$ cat src/rtl/pwm_ramp_ctrl.sv
// Duty-cycle ramp sequencer for a pwm instance: walks duty toward a latched
// target in bounded steps, one step per programmed period, without overshoot.
module pwm_ramp_ctrl #(
  parameter int N = 8,
  parameter int P = 16
) (
  input  logic         clk,
  input  logic         rst,
  input  logic         ena,
  input  logic         start,
  input  logic [N-1:0] target,
  input  logic [N-1:0] step,
  input  logic [P-1:0] period,
  output logic [N-1:0] duty,
  output logic         pwm_ena,
  output logic         busy,
  output logic         done
);

  typedef enum logic {IDLE = 1'b0, RAMP = 1'b1} state_t;

  state_t       state, state_n;
  logic [N-1:0] duty_n, tgt_q, tgt_n, step_q, step_n;
  logic [P-1:0] per_q, per_n, tick, tick_n;
  logic         done_n;
  logic [N:0]   diff_up, diff_dn, stepped;
  logic [N-1:0] duty_step;

  assign pwm_ena = ena;
  assign busy    = (state == RAMP);

  // Differences in N+1 bits so neither direction can wrap.
  always_comb begin
    diff_up   = {1'b0, tgt_q} - {1'b0, duty};
    diff_dn   = {1'b0, duty} - {1'b0, tgt_q};
    stepped   = {1'b0, duty};
    duty_step = duty;
    if (tgt_q > duty) begin
      if (diff_up <= {1'b0, step_q}) duty_step = tgt_q;
      else begin
        stepped   = {1'b0, duty} + {1'b0, step_q};
        duty_step = stepped[N-1:0];
      end
    end else begin
      if (diff_dn <= {1'b0, step_q}) duty_step = tgt_q;
      else begin
        stepped   = {1'b0, duty} - {1'b0, step_q};
        duty_step = stepped[N-1:0];
      end
    end
  end

  always_comb begin
    state_n = state;
    duty_n  = duty;
    tgt_n   = tgt_q;
    step_n  = step_q;
    per_n   = per_q;
    tick_n  = tick;
    done_n  = 1'b0;
    if (ena) begin
      if (start) begin
        tgt_n  = target;
        step_n = (step == '0) ? N'(1) : step;
        per_n  = (period == '0) ? P'(1) : period;
        tick_n = '0;
        if (target == duty) begin
          state_n = IDLE;
          done_n  = 1'b1;
        end else begin
          state_n = RAMP;
        end
      end else if (state == RAMP) begin
        if (tick == per_q - P'(1)) begin
          tick_n = '0;
          duty_n = duty_step;
          if (duty_step == tgt_q) begin
            state_n = IDLE;
            done_n  = 1'b1;
          end
        end else begin
          tick_n = tick + P'(1);
        end
      end
    end
  end

  always_ff @(posedge clk) begin
    if (rst) begin
      state  <= IDLE;
      duty   <= '0;
      tgt_q  <= '0;
      step_q <= '0;
      per_q  <= '0;
      tick   <= '0;
      done   <= 1'b0;
    end else begin
      state  <= state_n;
      duty   <= duty_n;
      tgt_q  <= tgt_n;
      step_q <= step_n;
      per_q  <= per_n;
      tick   <= tick_n;
      done   <= done_n;
    end
  end

endmodule

$ cat config.mk
export PLATFORM = sky130hd
export DESIGN_NAME = pwm_ramp_ctrl
export DESIGN_NICKNAME = d
export VERILOG_FILES = /design/src/rtl/pwm_ramp_ctrl.sv
export SDC_FILE = /design/constraint.sdc
export NUM_CORES = 1
export LEC_CHECK = 0
export BUFFER_PORTS_ARGS = -buffer_cell sky130_fd_sc_hd__buf_2
export CAP_MARGIN = 40
export CORE_ASPECT_RATIO = 0.7
export CORE_MARGIN = 2
export CORE_UTILIZATION = 50
export CTS_CLUSTER_SIZE = 8
export DETAILED_ROUTE_END_ITERATION = 10
export PLACE_DENSITY = 0.7
export RECOVER_POWER = 25
export SYNTH_ARGS = -nofsm -noshare
export SYNTH_HDL_FRONTEND = slang
export SYNTH_SLANG_ARGS = --single-unit
$ cat constraint.sdc
create_clock -name clk -period 4.7 [get_ports clk]
set_input_delay 0.235 -clock clk [delete_from_list [all_inputs] [get_ports clk]]
set_output_delay 0.235 -clock clk [all_outputs]
set_load 0.005 [all_outputs]
==> reports/qor.yml <==
outcome:
  status: "complete, no violations"
routing:
  drc: 0
  vias_per_cell: 5.945
  wl_per_cell_um: 18.51
  drt_pass1_iterations: 5
  dr_total_vias: 4928
  ant_nets: 0
  drt_wl_total_um: 15340
  drtIter0Drc: 471
cts:
  cts_tree: "built"
  htreeDepth: 3
  ctsLongestPathBuffers: 2
  cts_inserted_buffers: 9
  holdBufCountCts: 0
  cts_root_buf: "clkbuf_16"
  cts_setup_buffers: 0
  path_clk_slew_ns: 0.06
  cts_sinks: 58
  cts_resized: 0
  insertion_delay_ns: 0.33
setup_path:
  path_max_fanout: 7
  crit_start: "duty[2]"
  arrival_ns: 4.45
  required_ns: 4.95
  startpoint_type: "flip-flop"
  end_kind: "flip-flop"
  r2r_start: "duty[2]"
  crit_type: "flip-flop to flip-flop"
synthesis:
  ys.flop_type: "dfxtp_1"
  synth_cell_type_count: 69
  async_flop_share_pct: 0
  synth_area_um2: 5082
  syn_avg_cell_area_um2: 7.701
  ys_seq_area_share_pct: 22.85
  synth-edff-count: 0
  yosys_warnings: 0
  synthCells: 660
  ys_ff_latch: 58
  synth_nets: 747
sta:
  tns_ns: 0
  setup_viol: 0
  fin_skew_ns: 0.008118
  fin_crit_ns: 4.196
  slew_headroom_pct: 38.74
  min_period_over_period_pct: 89.29
  rsz0062_at_grt: "false"
  tightest_slew_ns: 0.9190
  drv_slew: 0
  hold_viol: 0
  maxClockFrequency_mhz: 238.3
global_route:
  first_global_vias: 4559
  antenna_found_initial: 0
  track_usage_pct: 28.67
  grt_first_pass_wirelength_um: 24510
  grt_overflow: 0
  grt_max_degree: 48
floorplan:
  die_y_um: 88.35
  rows: 30
  die_width_um: 124.5
  start_util_pct: 51.88
  core_area_um2: 9797
  dieArea_um2: 11000
  ios: 47
power_and_ir_drop:
  p_per_area_nw_per_um2: 289.0
  leakagePower_nw: 2.288
  total_power_mw: 1.650
  vdd_drop_max_uv: 212.5
place:
  placedInstanceArea_um2: 5433
  place_congestion: 0.9620
  hpwl_um: 12140
  portBuffers: 46
finish:
  final_area_um2: 5708
  drive_above_1_share_pct: 11.55
  fill_cells: 903
  area_growth_pct: 12.31
  antenna_cells: 0
  fin_nets: 783
run:
  max_cap_viol_count: 0
worst_hold_path:
  hold_path.class: "input pin to flip-flop"
  min-delay-start: "step[1]"
==> synthesized netlist by cell type (9+ instances only) <==
| master | count | area [um^2] |
|---|---|---|
| nand2_1 | 88 | 330.3 |
| a21oi_1 | 70 | 350.3 |
| dfxtp_1 | 58 | 1161 |
| inv_1 | 51 | 191.4 |
| ha_1 | 47 | 588.1 |
| xnor2_1 | 40 | 350.3 |
| nor2_1 | 34 | 127.6 |
| clkbuf_1 | 23 | 86.33 |
| nand3_1 | 21 | 105.1 |
| nor3_1 | 19 | 95.09 |
| o21ai_0 | 18 | 90.09 |
| xor2_1 | 18 | 157.7 |
| a211oi_1 | 11 | 82.58 |
| mux2i_1 | 11 | 110.1 |
| nand4_1 | 11 | 68.82 |
| and3_1 | 9 | 56.30 |
| nor2b_1 | 9 | 56.30 |
==> logic make-up after synthesis <==
group / after synthesis / share of synthesized area [%]
multiplexers: 12 / 2.388
AND/OR/NAND/NOR: 228 / 22.08
XOR/XNOR: 61 / 11.35
adder cells (fa/ha/maj): 51 / 13.15
flip-flops: 58 / 22.85
AO/OA/AOI/OAI: 168 / 21.86
buffers and inverters: 82 / 6.327
==> metal layers <==
metal,wire length [um],part of all wire [%],vias to the layer above,GRT usage (%)
met5,0,0,-,0
met4,148,0.96,0,6.537
met3,1752,11,18,9.129
met2,5771,38,229,38.65
met1,7668,50,2269,43.72
li1,-,-,2412,-
==> sequential cells by signal (all words and copies together), names as in the netlist <==
register	count
per_q	16
tick	16
duty	8
step_q	8
tgt_q	8
busy	1
done	1
==> stage by stage <==
step,setup slack [ns],instances,hold WS (ns),util (%)
finish,0.5036,829,0.1502,58.26
global route,0.1861,829,0.1624,58.26
CTS,0.5582,829,0.1378,58.39
detailed placement,0.5693,813,0.4716,55.45
global placement,0.7636,811,0.4628,55.17
floorplan,0.8319,660,0.3710,-
==> cells in the final DEF, fill, tap and decap left out, types with 4 or more instances in the layout <==
cell type	instances
fa_1	4
dfxtp_1	58
nor3_1	19
nand2b_1	6
inv_1	51
o21ai_0	18
nor4_1	8
xnor2_1	40
buf_4	8
o21a_1	5
o221ai_1	6
clkbuf_1	8
ha_1	47
mux2i_1	11
nand4_1	11
buf_2	41
nand2_1	88
or3_1	5
nand3_1	21
a21o_1	8
nor2b_1	9
clkbuf_16	9
a211oi_1	11
nor2_1	34
a221o_1	5
a21oi_1	70
xor2_1	18
and3_1	9
==> layout make-up <==
class	instances	area, um^2	share of cell area (%)
clock buffers	11	232.7	4.077
inverters	51	191.4	3.354
repair buffers	56	307.8	5.392
multi-input cells	520	3600	63.06
well taps	128	160.2	2.806
flip-flops and latches	58	1161	20.34
clock inverters	5	55.05	0.9645
==> power by group <==
group          switching [mW]  total, mW  internal [mW]
logic                   0.285      0.474          0.189
registers              0.0214      0.527          0.506
clock network           0.240      0.649          0.408
==> worst paths after layout <==
check	end	slack, ns	cells past startpoint
worst max register to register	done	0.50	19
worst min-delay path	step_q[1]	0.15	3
worst max-delay path	done	0.50	19
worst min register to register	per_q[15]	0.47	2
==> critical path: stages, from the launching register on <==
cell and delay [ns]:
dfxtp_1 0.45, inv_1 0.10, ha_1 0.39, o21ai_0 0.14, a21boi_0 0.12, buf_4 0.17, o21a_1 0.17, nor2_1 0.22
o21bai_1 0.10, a21oi_1 0.18, xnor2_1 0.08, ha_1 0.30, nand4_1 0.11, o21ai_0 0.18, o21ai_0 0.11, a21oi_1 0.22
a21o_1 0.32, a41oi_1 0.09, or4_4 0.44, a211oi_2 0.22
No activity file was read; power rests on OpenSTA's default activity.
